### config.mk
export PLATFORM = sky130hd
export DESIGN_NAME = uart_tx_fifo
export DESIGN_NICKNAME = d
export VERILOG_FILES = /design/src/rtl/uart_tx_fifo.sv
export SDC_FILE = /design/constraint.sdc
export NUM_CORES = 1
export LEC_CHECK = 0
export ABC_AREA = 1
export BUFFER_PORTS_ARGS = -buffer_cell sky130_fd_sc_hd__buf_4
export CORE_UTILIZATION = 40
export DETAILED_ROUTE_END_ITERATION = 6
export MAX_ROUTING_LAYER = met4
export PLACE_DENSITY_LB_ADDON = 0.12
export SLEW_MARGIN = 20
export SYNTH_ARGS = -nofsm -noshare
export SYNTH_HDL_FRONTEND = slang
export SYNTH_SLANG_ARGS = --single-unit
### constraint.sdc
create_clock -name clk -period 6.6 [get_ports clk]
set_input_delay 1.32 -clock clk [delete_from_list [all_inputs] [get_ports clk]]
set_output_delay 1.32 -clock clk [all_outputs]
set_load 0.05 [all_outputs]
### src/rtl/uart_tx_fifo.sv
// uart_tx_fifo: byte FIFO feeding a UART transmitter.
// Frames are start bit, DATA_BITS payload bits sent LSB first, an optional
// even-parity bit and one stop bit. Every bit lasts DIVISOR clk cycles.
// The transmitter starts a new frame from the FIFO head without an idle gap.
module uart_tx_fifo #(
    parameter int DATA_BITS  = 8,
    parameter int BAUD_RATE  = 115200,
    parameter int CLK_FREQ   = 100000000,
    parameter int FIFO_DEPTH = 8
) (
    input  logic                          clk,
    input  logic                          reset,
    input  logic                          wr_valid,
    input  logic [7:0]                    wr_data,
    input  logic                          parity_enable,
    output logic                          wr_ready,
    output logic                          tx_pin,
    output logic                          tx_busy,
    output logic                          tx_done,
    output logic [$clog2(FIFO_DEPTH):0]   fifo_count,
    output logic                          overflow,
    output logic [2:0]                    fsm_state
);

    // Clock cycles per line bit, rounded to nearest.
    localparam int DIVISOR = (CLK_FREQ + BAUD_RATE / 2) / BAUD_RATE;
    localparam int TMR_W   = (DIVISOR > 2) ? $clog2(DIVISOR) : 2;
    localparam int PTR_W   = (FIFO_DEPTH > 1) ? $clog2(FIFO_DEPTH) : 1;
    localparam int CNT_W   = PTR_W + 1;

    localparam logic [TMR_W-1:0] TMR_LAST = TMR_W'(DIVISOR - 1);
    localparam logic [TMR_W-1:0] TMR_DONE = TMR_W'(DIVISOR - 2);
    localparam logic [2:0]       BIT_LAST = 3'(DATA_BITS - 1);
    localparam logic [CNT_W-1:0] CNT_FULL = CNT_W'(FIFO_DEPTH);

    // Reject configurations the bit timer or FIFO pointers cannot support.
    generate
        if (DIVISOR < 4) begin : g_bad_divisor
            $fatal(1, "uart_tx_fifo: DIVISOR must be at least 4");
        end
        if (CLK_FREQ > 100000000) begin : g_bad_clk
            $fatal(1, "uart_tx_fifo: CLK_FREQ above 100 MHz");
        end
        if (DATA_BITS < 5 || DATA_BITS > 8) begin : g_bad_bits
            $fatal(1, "uart_tx_fifo: DATA_BITS must be 5..8");
        end
        if (FIFO_DEPTH < 2 || FIFO_DEPTH > 64 ||
            (FIFO_DEPTH & (FIFO_DEPTH - 1)) != 0) begin : g_bad_depth
            $fatal(1, "uart_tx_fifo: FIFO_DEPTH must be a power of 2 in 2..64");
        end
    endgenerate

    typedef enum logic [2:0] {
        IDLE   = 3'd0,
        START  = 3'd1,
        DATA   = 3'd2,
        PARITY = 3'd3,
        STOP   = 3'd4
    } state_t;

    state_t                 state;
    logic [TMR_W-1:0]       timer;
    logic [2:0]             bit_idx;
    logic [DATA_BITS-1:0]   shreg;
    logic                   par_en;
    logic                   par_bit;

    logic [DATA_BITS-1:0]   mem [FIFO_DEPTH];
    logic [PTR_W-1:0]       wr_ptr;
    logic [PTR_W-1:0]       rd_ptr;
    logic [DATA_BITS-1:0]   head;

    logic                   push;
    logic                   pop;
    logic                   bit_end;
    logic                   queued;

    // Write handshake: a byte is taken on a rising edge where wr_valid and
    // wr_ready are both 1. wr_ready depends only on the registered count, so
    // a full FIFO refuses the byte even if the transmitter pops that edge.
    assign wr_ready  = (fifo_count < CNT_FULL);
    assign push      = wr_valid && wr_ready;
    assign queued    = (fifo_count != '0);
    assign bit_end   = (timer == TMR_LAST);
    assign head      = mem[rd_ptr];
    assign fsm_state = state;

    // The transmitter takes the head either from IDLE or at the end of a
    // stop bit, so back-to-back frames have no idle cycle between them.
    assign pop = queued && ((state == IDLE) || ((state == STOP) && bit_end));

    // FIFO storage; contents need no reset because count gates every read.
    always_ff @(posedge clk) begin
        if (push) begin
            mem[wr_ptr] <= wr_data[DATA_BITS-1:0];
        end
    end

    // FIFO pointers and occupancy (excludes the byte being transmitted).
    always_ff @(posedge clk or posedge reset) begin
        if (reset) begin
            wr_ptr     <= '0;
            rd_ptr     <= '0;
            fifo_count <= '0;
        end else begin
            if (push) begin
                wr_ptr <= wr_ptr + 1'b1;
            end
            if (pop) begin
                rd_ptr <= rd_ptr + 1'b1;
            end
            case ({push, pop})
                2'b10:   fifo_count <= fifo_count + 1'b1;
                2'b01:   fifo_count <= fifo_count - 1'b1;
                default: fifo_count <= fifo_count;
            endcase
        end
    end

    // Overflow flags a refused write for exactly one cycle.
    always_ff @(posedge clk or posedge reset) begin
        if (reset) begin
            overflow <= 1'b0;
        end else begin
            overflow <= wr_valid && !wr_ready;
        end
    end

    // Frame sequencer: bit timing, shift register and registered line outputs.
    always_ff @(posedge clk or posedge reset) begin
        if (reset) begin
            state   <= IDLE;
            timer   <= '0;
            bit_idx <= '0;
            shreg   <= '0;
            par_en  <= 1'b0;
            par_bit <= 1'b0;
            tx_pin  <= 1'b1;
            tx_busy <= 1'b0;
            tx_done <= 1'b0;
        end else begin
            // Raised for the final cycle of the stop bit only.
            tx_done <= (state == STOP) && (timer == TMR_DONE);

            case (state)
                IDLE: begin
                    timer <= '0;
                    if (pop) begin
                        shreg   <= head;
                        par_en  <= parity_enable;
                        par_bit <= ^head;
                        bit_idx <= '0;
                        tx_pin  <= 1'b0;
                        tx_busy <= 1'b1;
                        state   <= START;
                    end else begin
                        tx_pin  <= 1'b1;
                        tx_busy <= 1'b0;
                    end
                end

                START: begin
                    if (bit_end) begin
                        timer  <= '0;
                        tx_pin <= shreg[0];
                        state  <= DATA;
                    end else begin
                        timer <= timer + 1'b1;
                    end
                end

                DATA: begin
                    if (bit_end) begin
                        timer <= '0;
                        if (bit_idx == BIT_LAST) begin
                            if (par_en) begin
                                tx_pin <= par_bit;
                                state  <= PARITY;
                            end else begin
                                tx_pin <= 1'b1;
                                state  <= STOP;
                            end
                        end else begin
                            bit_idx <= bit_idx + 3'd1;
                            shreg   <= shreg >> 1;
                            tx_pin  <= shreg[1];
                        end
                    end else begin
                        timer <= timer + 1'b1;
                    end
                end

                PARITY: begin
                    if (bit_end) begin
                        timer  <= '0;
                        tx_pin <= 1'b1;
                        state  <= STOP;
                    end else begin
                        timer <= timer + 1'b1;
                    end
                end

                STOP: begin
                    if (bit_end) begin
                        timer <= '0;
                        if (pop) begin
                            shreg   <= head;
                            par_en  <= parity_enable;
                            par_bit <= ^head;
                            bit_idx <= '0;
                            tx_pin  <= 1'b0;
                            tx_busy <= 1'b1;
                            state   <= START;
                        end else begin
                            tx_pin  <= 1'b1;
                            tx_busy <= 1'b0;
                            state   <= IDLE;
                        end
                    end else begin
                        timer <= timer + 1'b1;
                    end
                end

                default: begin
                    timer   <= '0;
                    tx_pin  <= 1'b1;
                    tx_busy <= 1'b0;
                    state   <= IDLE;
                end
            endcase
        end
    end

endmodule

=== Word level (Yosys, flattened, before mapping) ===
Memory sizes are Yosys's and may differ from the RTL's.
Index checks and enable logic that the tools add are counted.

* Flip-flop bits (word level): 40
* RAM bits: 64
* Bits of input ports: 12
* Output and inout port bits: 12
* Word-level logic and storage cells: 99
* Memories kept: 1

{| class="wikitable"
|+ Memories
! name !! depth !! width !! rd ports !! clocked after Yosys merged registers in !! wr ports !! line !! RTL
|-
| mem || 8 || 8 || 1 || 0 || 1 || 68 || <nowiki>logic [DATA_BITS-1:0] mem [FIFO_DEPTH];</nowiki>
|}

* Add/subtract/negate cells: 6
* Magnitude comparators: 1
* Eq/ne operators: 16
* Multiplexer cells: 41
* Bitwise operators: 1
* Reductions and logical operators: 20

{| class="wikitable"
|+ Operator list
! operator !! number
|-
| 2-to-1 mux 3 bit || 11
|-
| 2-to-1 mux 8 bit || 4
|-
| one-hot mux 8 bit (3 select lines) || 1
|-
| == test 10 bit, second input constant || 2
|-
| 2-to-1 mux 10 bit || 2
|-
| 2-to-1 mux 1 bit || 16
|-
| one-hot mux 3 bit (5 select lines) || 1
|-
| inequality test 2 bit, second input constant || 7
|-
| adder 10 x 1 -> 10 bit, second input constant || 1
|-
| adder 3 x 1 -> 3 bit, second input constant || 3
|-
| one-hot mux 3 bit (3 select lines) || 1
|-
| one-hot mux 4 bit (2 select lines) || 1
|-
| AND reduction 4 bit || 2
|-
| XOR reduction 8 bit || 1
|-
| == test 3 x 2 -> 1 bit, second input constant || 2
|-
| == test 3 bit, second input constant || 2
|-
| AND reduction 6 bit || 1
|-
| logical AND 1 bit || 5
|-
| one-hot mux 1 bit (5 select lines) || 1
|-
| adder 4 x 1 -> 4 bit, second input constant || 1
|-
| < comparator 4 bit, second input constant || 1
|-
| one-hot mux 1 bit (2 select lines) || 2
|-
| AND reduction 2 bit || 2
|-
| nonzero test 2 bit || 2
|-
| 13 further kinds || 13
|}

=== Logic depth before layout (Yosys ltp) ===
* Word-level depth: 7
* Depth in mapped cells: 17

=== Worst setup path after synthesis ===
No wires, ideal clock.

* Path kind: input-to-reg
* Start point: input wr_valid
* End point: register fifo_count[2]
* Setup time: 0.128 ns
* Arrival time: 2.411 ns
* Data required time: 6.472 ns
* Setup slack: 4.061 ns
* Cell stages on the path: 7
* Cell sequence: nand2_1 > ha_1 > xor2_1 > ha_1 > a21oi_1 > xor2_1 > o21ai_0

* Cells in the longest elaborated chain, start to end: 3
* Elaborated cells on any way between the ends: 5
* Classes of those cells: 2 x eq/ne; 1 x mux; 2 x reduce/logical

{| class="wikitable"
|+ RTL lines
! item !! line !! RTL
|-
| start, declared || 13 || <nowiki>input logic wr_valid,</nowiki>
|-
| logical AND 1 bit (*) || 82 || <nowiki>assign push = wr_valid && wr_ready;</nowiki>
|-
| == test 2 x 1 -> 1 bit / == test 2 bit (equally long branches) || 112 || <nowiki>case ({push, pop})</nowiki>
|-
| one-hot mux 4 bit (2 select lines) / nonzero test 2 bit (equally long branches) || n/a ||
|-
| end signal, assigned || 113 || <nowiki>2'b10: fifo_count <= fifo_count + 1'b1;</nowiki>
|-
| end signal, assigned || 114 || <nowiki>2'b01: fifo_count <= fifo_count - 1'b1;</nowiki>
|-
| end signal, assigned || 115 || <nowiki>default: fifo_count <= fifo_count;</nowiki>
|-
| end, declared || 20 || <nowiki>output logic [$clog2(FIFO_DEPTH):0] fifo_count,</nowiki>
|}

Mark *: on every way between the ends. The rest lies on a longest branch, timed or not.
A chain may end at the register's enable or synchronous reset.

=== Worst setup path in the final report ===
* Start point: register timer[0]
* End point: register fifo_count[2]

* Cells in the longest elaborated chain, start to end: 6
* Elaborated cells on any way between the ends: 8
* Classes of those cells: 3 x eq/ne; 1 x mux; 4 x reduce/logical

{| class="wikitable"
|+ RTL lines
! item !! line !! RTL
|-
| start, declared || 62 || <nowiki>logic [TMR_W-1:0] timer;</nowiki>
|-
| start signal, assigned || 168 || <nowiki>timer <= timer + 1'b1;</nowiki>
|-
| start signal, assigned || 189 || <nowiki>timer <= timer + 1'b1;</nowiki>
|-
| start signal, assigned || 199 || <nowiki>timer <= timer + 1'b1;</nowiki>
|-
| == test 10 bit (*) || 84 || <nowiki>assign bit_end = (timer == TMR_LAST);</nowiki>
|-
| logical AND 1 bit (*) || 90 || <nowiki>assign pop = queued && ((state == IDLE) || ((state == STOP) && bit_end));</nowiki>
|-
| logical OR 1 bit (*) || 90 ||
|-
| logical AND 1 bit (*) || 90 ||
|-
| via pop || 74 || <nowiki>logic pop;</nowiki>
|-
| == test 2 x 1 -> 1 bit / == test 2 bit (equally long branches) || 112 ||
|-
| one-hot mux 4 bit (2 select lines) / nonzero test 2 bit (equally long branches) || n/a ||
|}

The timed path passes the listed nets; every way through them passes the cells marked *.

==> qor.yml <==
routing:
  wl_per_cell_um: 14.0
  drc: 0
  routed_wl_um: 10900
  first_pass_iters: 5
  vias: 3659
  drtAntennaViolNets: 0
  drt-vias-per-instance: 4.69
  initialDrtViolationCount: 257
timing:
  slew_headroom_pct: 53.0
  fin_worst_skew_ps: 8.16
  setup_violations: 0
  setup_tns_ps: 0
  fin_crit_sh_pct: 38.6
  final_hold_viol_count: 0
  grt_setup_unrepaired: "false"
  period_needed_ps: 2550
  max_freq_ghz: 0.392
  worstMarginPinSlew_ps: 703
  drv_slew: 0
critical_path:
  crit_top_cell: "ha_1"
  worstPathArrival_ps: 2820
  r2r_start: "timer[0]$_DFF_PP0_"
  startpoint: "timer[0]$_DFF_PP0_"
  start_kind: "flip-flop"
  critPathMaxStageDelay_ps: 390
  cp-end-kind: "flip-flop"
  path_class: "flip-flop to flip-flop"
  cp_max_fo: 8
  required_ps: 6870
  r2r_setup_slack_ps: 4050
  r2r-end: "fifo_count[2]$_DFFE_PP0P_"
  cp_slowest_cell: "dfrtp_1"
  worstRegToRegCells: 14
  path_cells: "ha_1 > nand3_1 > nand3b_1 > nand2_1 > nand2_1 > inv_1 > nand2_4 > inv_1 > ha_1 > xor2_1 > ha_1 > a21oi_1 > xor2_1 > o21ai_0"
die:
  die_h_um: 116
  io_pins: 24
  row_count: 41
  floorplan.initialDensity_pct: 41.0
  core_area_um2: 12600
  die_area_um2: 13400
  die_w_um: 116
yosys:
  syn_inst: 584
  synth_area_um2: 5170
  yosysSeqAreaShare_pct: 56.6
  synthArstFlopShare_pct: 38.5
  ys.flop_type: "edfxtp_1"
  ys_ff_latch: 104
  syn_nets: 605
  synth_edf_count: 64
  synth_warnings: 0
  ys_types: 39
  avgSynthCellArea_um2: 8.85
layout:
  drive_gt1_share_pct: 10.2
  register_area_um2: 2920
  final_cell_mix: "nand2_1 (206), inv_1 (86), edfxtp_1 (64)"
  fill_cells: 1254
  fin_nets: 625
  final_common_cell: "nand2_1"
  diodes: 0
  multi_input_area_um2: 1760
  final_util_pct: 45.6
  syn_to_final_growth_pct: 11.3
hold_path:
  min_to: "bit_idx[2]$_DFFE_PP0P_"
  hold_class: "flip-flop to flip-flop"
  whs_path_depth: 2
  hp-start: "bit_idx[2]$_DFFE_PP0P_"
global_route:
  grtUsageTotal_pct: 18.4
  met2_usage_pct: 30.5
  overflow: 0
  grtUsageMet1_pct: 22.6
  grt.busiest_layer: "met2"
  grt_first_pass_wirelength_um: 17300
  grt_pass1_vias: 3300
  grt_use_met3_pct: 3.92
  antenna_found_initial: 0
  grt_max_degree: 41
clock_network:
  cts.sinks: 104
  clk_path_buf_depth: 2
  cts_root_buf: "clkbuf_16"
  cts_made_buffers: 9
  holdBufCountCts: 0
  ctsResizeCount: 0
  htree_levels: 3
  clock_latency_ps: 350
  cts_setup_buffers: 0
  clkTransAtPathRegs_ps: 70
  tritoncts: "yes"
flow_run:
  cap_violations: 0
power:
  power_density_nw_per_um2: 285
  vdd_drop_max_uv: 187
  p_leak_nw: 2.73
placement:
  post-dp-hpwl_um: 7920
  gp_congestion: 0.858
  port_buffers: 23
status:
  status: "finished clean"
## synth_stat cells (all sizes together), types with 2 or more instances
cell | n | share of area, %
nand2 | 215 | 16
inv | 90 | 6.6
edfxtp | 64 | 37
nand3 | 50 | 4.9
nor2 | 40 | 3.2
dfrtp | 39 | 19
buf | 16 | 2.7
o21ai | 15 | 1.5
a21oi | 10 | 1.0
ha | 9 | 2.2
xor2 | 8 | 1.4
nor3 | 7 | 0.99
a31oi | 6 | 0.73
nand3b | 2 | 0.29
or2 | 2 | 0.24
xnor2 | 2 | 0.34
## metrics by stage
step           worst slack [ps]  cells  hold WS, ps  total power [mW]  area, um^2
2_1_floorplan              4060    584          446              1.00        5170
3_3_place_gp               3780    765          468              1.09        5430
3_5_place_dp               3730    765          475              1.09        5430
4_1_cts                    4030    781          490              1.66        5750
5_1_grt                    3770    781          509              1.72        5750
6_report                   4050    781          485              1.64        5750
## power by group
part	total, mW	internal, mW	switching, mW
clock	0.568	0.335	0.233
sequential	0.804	0.766	0.0379
combinational	0.270	0.0786	0.192
total	1.64	1.18	0.462
## layout make-up
cell class	instances	share of cell area [%]
multi-input combinational	373	30.6
clock buffer	10	3.98
inverter	91	5.98
timing repair buffer	25	3.26
tap	172	3.74
clock inverter	6	1.61
sequential	104	50.8
## flip-flops by register name (all words and copies together) (netlist names)
name	count
mem	64
tx_done	1
tx_busy	1
tx_pin	1
fsm_state	3
bit_idx	3
par_en	1
overflow	1
rd_ptr	3
par_bit	1
fifo_count	4
shreg	8
timer	10
wr_ptr	3
## cell families after synthesis
group | after synthesis | synth area share (%)
and+or+nand+nor | 319 | 26.4
xor gates and xnor gates | 10 | 1.69
buffers and inverters | 107 | 9.34
adders and majority gates | 9 | 2.18
AOI/OAI and AO/OA | 35 | 3.85
DFF | 104 | 56.6
## worst max path at each step
stage / cells after the start / to / slack [ps]
after floorplan: 7 / fifo_count[2]$_DFFE_PP0P_ / 4060
after global placement: 4 / mem[4][2]$_DFFE_PP_ / 3780
after detailed placement: 4 / mem[4][4]$_DFFE_PP_ / 3730
after CTS: 10 / fifo_count[2]$_DFFE_PP0P_ / 4030
after global routing: 14 / fifo_count[2]$_DFFE_PP0P_ / 3770
final: 14 / fifo_count[2]$_DFFE_PP0P_ / 4050
## critical path: cells and delay by family (launching register included)
family	cells	cell delay [ps]
buffers and inverters	2	330
AND/OR/NAND/NOR	5	490
flip-flops	1	390
AO/OA/AOI/OAI	2	200
XOR/XNOR	2	380
adder cells (fa/ha/maj)	3	680
## metal layers
layer,wire length [um],vias up,part of all wire (%)
met2,5470,50,50
met5,0,-,0
li1,-,1887,-
met1,5030,1714,46
met4,114,0,1.0
met3,322,8,2.9
No activity file was read; power rests on OpenSTA's default activity.
